### src/rtl/fifo_wr_arbiter.sv
// ---------------------------------------------------------------------------
// fifo_wr_arbiter
//
// Packet-granular round-robin arbiter that shares one async-FIFO write port
// among N_REQ producers. It lives in the FIFO write-clock domain. A granted
// producer owns the port for exactly PKT_LEN beats, so packets are never
// interleaved. The FIFO full flag stalls the burst without losing a beat.
//
// Optional feature macro: FIFO_ARB_STATS_EN
//   defined     -> PKT_CNT (wrapping) and STALL_CNT (saturating) are built
//   not defined -> PKT_CNT and STALL_CNT are tied to zero
//
// Ports
//   CLK        in   write-domain clock (FIFO W_CLK)
//   RST        in   asynchronous reset, active low
//   REQ        in   [N_REQ]            requester i holds a complete packet
//   REQ_DATA   in   [N_REQ*DATA_WIDTH] current beat of each requester
//   POP        out  [N_REQ]            one-hot: beat of requester i consumed
//   GNT        out  [N_REQ]            registered one-hot grant, 0 when idle
//   BUSY       out                     high while a burst is in progress
//   FULL       in                      FIFO full flag
//   W_INC      out                     FIFO write enable
//   WR_DATA    out  [DATA_WIDTH]       FIFO write data (0 outside a burst)
//   PKT_CNT    out  [16]               packets completed
//   STALL_CNT  out  [16]               burst cycles blocked by FULL
// ---------------------------------------------------------------------------
module fifo_wr_arbiter #(
    parameter int N_REQ      = 4,
    parameter int DATA_WIDTH = 8,
    parameter int PKT_LEN    = 10
) (
    input  logic                        CLK,
    input  logic                        RST,
    input  logic [N_REQ-1:0]            REQ,
    input  logic [N_REQ*DATA_WIDTH-1:0] REQ_DATA,
    output logic [N_REQ-1:0]            POP,
    output logic [N_REQ-1:0]            GNT,
    output logic                        BUSY,
    input  logic                        FULL,
    output logic                        W_INC,
    output logic [DATA_WIDTH-1:0]       WR_DATA,
    output logic [15:0]                 PKT_CNT,
    output logic [15:0]                 STALL_CNT
);

    localparam int CNT_W = $clog2(PKT_LEN) + 1;
    localparam int PTR_W = (N_REQ > 1) ? $clog2(N_REQ) : 1;

    typedef enum logic {
        IDLE  = 1'b0,
        BURST = 1'b1
    } state_t;

    state_t             state, state_nxt;
    logic [N_REQ-1:0]   gnt, gnt_nxt;
    logic [PTR_W-1:0]   gnt_idx, gnt_idx_nxt;
    logic [PTR_W-1:0]   ptr, ptr_nxt;
    logic [CNT_W-1:0]   cnt, cnt_nxt;

    logic               found;
    logic [PTR_W-1:0]   sel_idx;
    logic               w_inc;
    logic               last_beat;
    logic [DATA_WIDTH-1:0] beat_data;

    // Round-robin search: first requester at or above the pointer, wrapping.
    always_comb begin
        int idx;
        found   = 1'b0;
        sel_idx = '0;
        idx     = 0;
        for (int k = 0; k < N_REQ; k++) begin
            idx = int'(ptr) + k;
            if (idx >= N_REQ) begin
                idx = idx - N_REQ;
            end
            if (!found && REQ[idx]) begin
                found   = 1'b1;
                sel_idx = PTR_W'(idx);
            end
        end
    end

    // Write strobes are purely combinational on the registered state, so an
    // asynchronous reset (which forces state to IDLE) silences them at once.
    assign w_inc     = (state == BURST) && !FULL;
    assign last_beat = w_inc && (cnt == CNT_W'(PKT_LEN - 1));
    assign beat_data = REQ_DATA[int'(gnt_idx) * DATA_WIDTH +: DATA_WIDTH];

    assign W_INC   = w_inc;
    assign POP     = gnt & {N_REQ{w_inc}};
    assign GNT     = gnt;
    assign BUSY    = (state == BURST);
    assign WR_DATA = (state == BURST) ? beat_data : '0;

    always_ff @(posedge CLK or negedge RST) begin
        if (!RST) begin
            state   <= IDLE;
            gnt     <= '0;
            gnt_idx <= '0;
            ptr     <= '0;
            cnt     <= '0;
        end else begin
            state   <= state_nxt;
            gnt     <= gnt_nxt;
            gnt_idx <= gnt_idx_nxt;
            ptr     <= ptr_nxt;
            cnt     <= cnt_nxt;
        end
    end

    always_comb begin
        state_nxt   = state;
        gnt_nxt     = gnt;
        gnt_idx_nxt = gnt_idx;
        ptr_nxt     = ptr;
        cnt_nxt     = cnt;
        case (state)
            IDLE: begin
                if (found) begin
                    gnt_nxt     = {{(N_REQ-1){1'b0}}, 1'b1} << sel_idx;
                    gnt_idx_nxt = sel_idx;
                    cnt_nxt     = '0;
                    state_nxt   = BURST;
                end
            end
            BURST: begin
                if (last_beat) begin
                    // Grant is held through any FULL stall on the final beat;
                    // it drops only once that beat is actually written.
                    gnt_nxt   = '0;
                    cnt_nxt   = '0;
                    ptr_nxt   = (gnt_idx == PTR_W'(N_REQ - 1)) ? '0 : gnt_idx + PTR_W'(1);
                    state_nxt = IDLE;
                end else if (w_inc) begin
                    cnt_nxt = cnt + CNT_W'(1);
                end
            end
            default: begin
                state_nxt = IDLE;
            end
        endcase
    end

`ifdef FIFO_ARB_STATS_EN
    logic [15:0] pkt_cnt;
    logic [15:0] stall_cnt;

    always_ff @(posedge CLK or negedge RST) begin
        if (!RST) begin
            pkt_cnt   <= 16'h0000;
            stall_cnt <= 16'h0000;
        end else begin
            if (last_beat) begin
                pkt_cnt <= pkt_cnt + 16'd1;
            end
            if ((state == BURST) && FULL && (stall_cnt != 16'hFFFF)) begin
                stall_cnt <= stall_cnt + 16'd1;
            end
        end
    end

    assign PKT_CNT   = pkt_cnt;
    assign STALL_CNT = stall_cnt;
`else
    assign PKT_CNT   = 16'h0000;
    assign STALL_CNT = 16'h0000;
`endif

endmodule
### config.mk
export PLATFORM = sky130hd
export DESIGN_NAME = fifo_wr_arbiter
export DESIGN_NICKNAME = d
export VERILOG_FILES = /design/src/rtl/fifo_wr_arbiter.sv
export SDC_FILE = /design/constraint.sdc
export NUM_CORES = 1
export LEC_CHECK = 0
export ABC_AREA = 1
export ABC_CLOCK_PERIOD_IN_PS = 3550
export CELL_PAD_IN_SITES_DETAIL_PLACEMENT = 1
export CELL_PAD_IN_SITES_GLOBAL_PLACEMENT = 2
export CORE_MARGIN = 1
export CORE_UTILIZATION = 20
export CTS_BUF_LIST = sky130_fd_sc_hd__clkbuf_8
export DETAILED_ROUTE_END_ITERATION = 6
export PLACE_DENSITY = 0.87
export SLEW_MARGIN = 10
export SYNTH_ARGS = -nofsm -noshare
export SYNTH_HDL_FRONTEND = slang
export SYNTH_SLANG_ARGS = --single-unit
### constraint.sdc
create_clock -name CLK -period 3.55 [get_ports CLK]
set_input_delay 0.8875 -clock CLK [delete_from_list [all_inputs] [get_ports CLK]]
set_output_delay 0.8875 -clock CLK [all_outputs]
set_load 0.02 [all_outputs]
==> out/qor.yml <==
pwr:
  pwr-share-clk: 0.088
  share_comb_of_total_power: 0.690
  powerDensity_mw_per_mm2: 704.1
  power.net_switching_w: 0.0007723
  p_sw_frac: 0.5142
  p_int_w: 0.0007297
  p_leak_nw: 1.027
  power.share.sequential: 0.222
  ir_drop_mv: 0.2032
final_layout:
  flow.area_growth_from_synthesis_pct: 37.83
  n_antenna_cell: 0
  multiInputGateArea_um2: 950.9
  final_non_filler_cell_total: 397
  final_net_count: 342
  final_cell_mix: "sky130_fd_sc_hd__nand2_1 (56), sky130_fd_sc_hd__clkdlybuf4s50_1 (56), sky130_fd_sc_hd__nor2_1 (45)"
  seq_area_um2: 350.3
  filler_cell_count: 957
  drive_gt1_frac: 0.09396
place:
  detailedPlacementHpwl_mm: 3.480
  port-buffer-count: 56
  gpl.final_weighted_congestion: 0.7509
  placed_cells_incl_taps: 394
clock_network:
  tritoncts_num_sinks: 14
  bufs_on_longest_clock_path: 2
  cts.repair.resized: 0
  cts_root_buffer: "sky130_fd_sc_hd__clkbuf_8"
  post_cts_buffers: 0
  insertion_delay_ps: 250
  clk_pin_slew_ps: 60
  cts_made_buffers: 3
  cts_tree: "built"
  ctsHtreeMaxLevel: 1
  hold_buffers: 0
route:
  detail_route.vias_per_cell: 3.937
  wirelength_mm: 4.321
  postRouteAntennaNets: 0
  detailedRoute.firstPassIterationCount: 3
  detailedRoute.firstIterationViolations: 26
  drc: 0
  post_drt_wl_per_cell_um: 10.88
  vias: 1563
timing:
  layout_min_cycle_time_ps: 3313
  max_slew_margin: 0.5412
  clock.fmax_mhz: 301.9
  totalNegativeSetupSlack_ps: 0
  rsz0062_at_grt: "false"
  final_hold_viol_count: 0
  setup_viol: 0
  final_max_slew_viol_count: 0
  timing.clock.skew_ps: 2.077
  fin_crit_sh: 0.9332
  worst_slew_pin_slew_ps: 686.0
setup_path:
  startpoint_type: "input pin"
  crit_arrival_ps: 2430
  timing.setup.critical_path_class: "input pin to output pin"
  worst-endpoint-required_ps: 2660
  critical_path.endpoint_type: "output pin"
  crit_path_max_fanout: 5
  regToRegSetupSlack_ps: 1730
min_path:
  hold_path_class: "flip-flop to flip-flop"
synthesis:
  synth_cells: 244
  synth_seq_area_share: 0.2264
  synth-seq-cells: 14
  synth.area.top_cells: "sky130_fd_sc_hd__dfrtp_1 (23%), sky130_fd_sc_hd__buf_4 (16%), sky130_fd_sc_hd__nand2_1 (14%)"
  synth-simple-area-share: 0.3856
  post_synth.cell_area_avg_um2: 6.343
  xor_xnor_portion_of_the_synthesized_cell_area: 0.01132
  synth-compound-area-share: 0.1156
  synth_adder_area_share: 0.02425
  synth.lib_cells_used.distinct: 28
  dominant_combinational_cell_family_by_area_after_synthesis: "simple AND/OR/NAND/NOR gates"
  yosys_warnings: 0
  yosys.area.top_type: "sky130_fd_sc_hd__dfrtp_1"
  synth_mux_area_frac: 0
  synth.cell_area_mm2: 0.001548
  yosysTopAreaCellShare: 0.2264
global_route:
  grt_pass1_vias: 1468
  first_pass_grt_wire_length_mm: 7.210
  initial_antenna_violation_count: 0
  globalRouteOverflowTotal: 0
  grt_usage: 0.1075
  grt_start_max_net_pins: 17
floorplanning:
  die_y_extent_um: 89.97
  coreArea_mm2: 0.007370
  die_w_um: 89.97
  floorplan.die_area_mm2: 0.008095
  io_pins: 89
  initial_utilization: 0.2100
  std_cell_rows: 31
status:
  status: "complete, no violations"
job:
  cap_viol_max_count: 0
[state kept, by name, summed over array words and instances, names as in the netlist]
signal,count
gnt_idx,2
GNT,4
BUSY,1
ptr,2
cnt,5
[power groups by stage]
stage / Clock (W) / Combinational (W) / Sequential (W)
after CTS: 0.000138 / 0.00105 / 0.000337
after global placement: 0 / 0.00103 / 0.000337
after floorplan: 0 / 0.000741 / 0.000298
after detailed placement: 0 / 0.00105 / 0.000340
final: 0.000133 / 0.00104 / 0.000333
after global routing: 0.000147 / 0.00115 / 0.000351
[Yosys cell counts, drive strengths merged]
library cell,count
o21ai,23
dfrtp,14
nand3,15
xor2,2
inv,21
nor2,46
buf,34
a21oi,9
conb,1
or2,1
clkbuf,4
ha,3
nand2,67
nand4,1
clkinv,2
o31ai,1
[area by class of cell]
| type | instances | share of cell area |
|---|---|---|
| sequential | 14 | 0.1642 |
| clock buffer | 3 | 0.01935 |
| tap | 99 | 0.05806 |
| timing repair buffer | 58 | 0.2698 |
| inverter | 23 | 0.04282 |
| multi-input combinational | 200 | 0.4457 |
[metal layers]
layer | global-route usage | wire [um]
met2 | 0.1897 | 2146
met5 | 0 | 0
met4 | 0.02419 | 26
met1 | 0.1368 | 1976
met3 | 0.01777 | 171
[worst max-delay path, cell delays in order]
cell	delay (ps)
sky130_fd_sc_hd__clkdlybuf4s50_1	400
sky130_fd_sc_hd__nor2_1	180
sky130_fd_sc_hd__inv_1	200
sky130_fd_sc_hd__nor2_1	130
sky130_fd_sc_hd__clkdlybuf4s50_1	620
[per-stage QoR]
step / total power, W / cell area [um^2] / utilization / worst slack, ps / hold slack (ps)
final: 0.001502 / 2133 / 0.2895 / 237.2 / 539.9
after global routing: 0.001651 / 2133 / 0.2895 / 109.3 / 570.0
after CTS: 0.001529 / 2133 / 0.2895 / 224.4 / 543.9
after detailed placement: 0.001387 / 2092 / 0.2839 / 225.4 / 528.3
after global placement: 0.001366 / 2092 / 0.2839 / 255.6 / 496.7
after floorplan: 0.001038 / 1664 / - / 834.6 / 480.4
[path summary, 6_finish.rpt]
kind,start,to,depth (start not counted)
min reg2reg,cnt[4],cnt[4],2
min,cnt[4],cnt[4],2
max reg2reg,ptr[0],GNT[1],13
max,FULL,POP[1],5
min in group asynchronous,RST,cnt[0],1
max in group asynchronous,RST,gnt_idx[0],1
[logic make-up (layout without fill, tap and decap cells)]
| family | count (synthesis) | after routing |
|---|---|---|
| AOI/OAI and AO/OA | 33 | 33 |
| adders and majority gates | 3 | 3 |
| and+or+nand+nor | 130 | 130 |
| xor gates and xnor gates | 2 | 2 |
| DFF | 14 | 14 |
| other | 1 | 32 |
| buffers and inverters | 61 | 84 |
No activity file was read; power rests on OpenSTA's default activity.
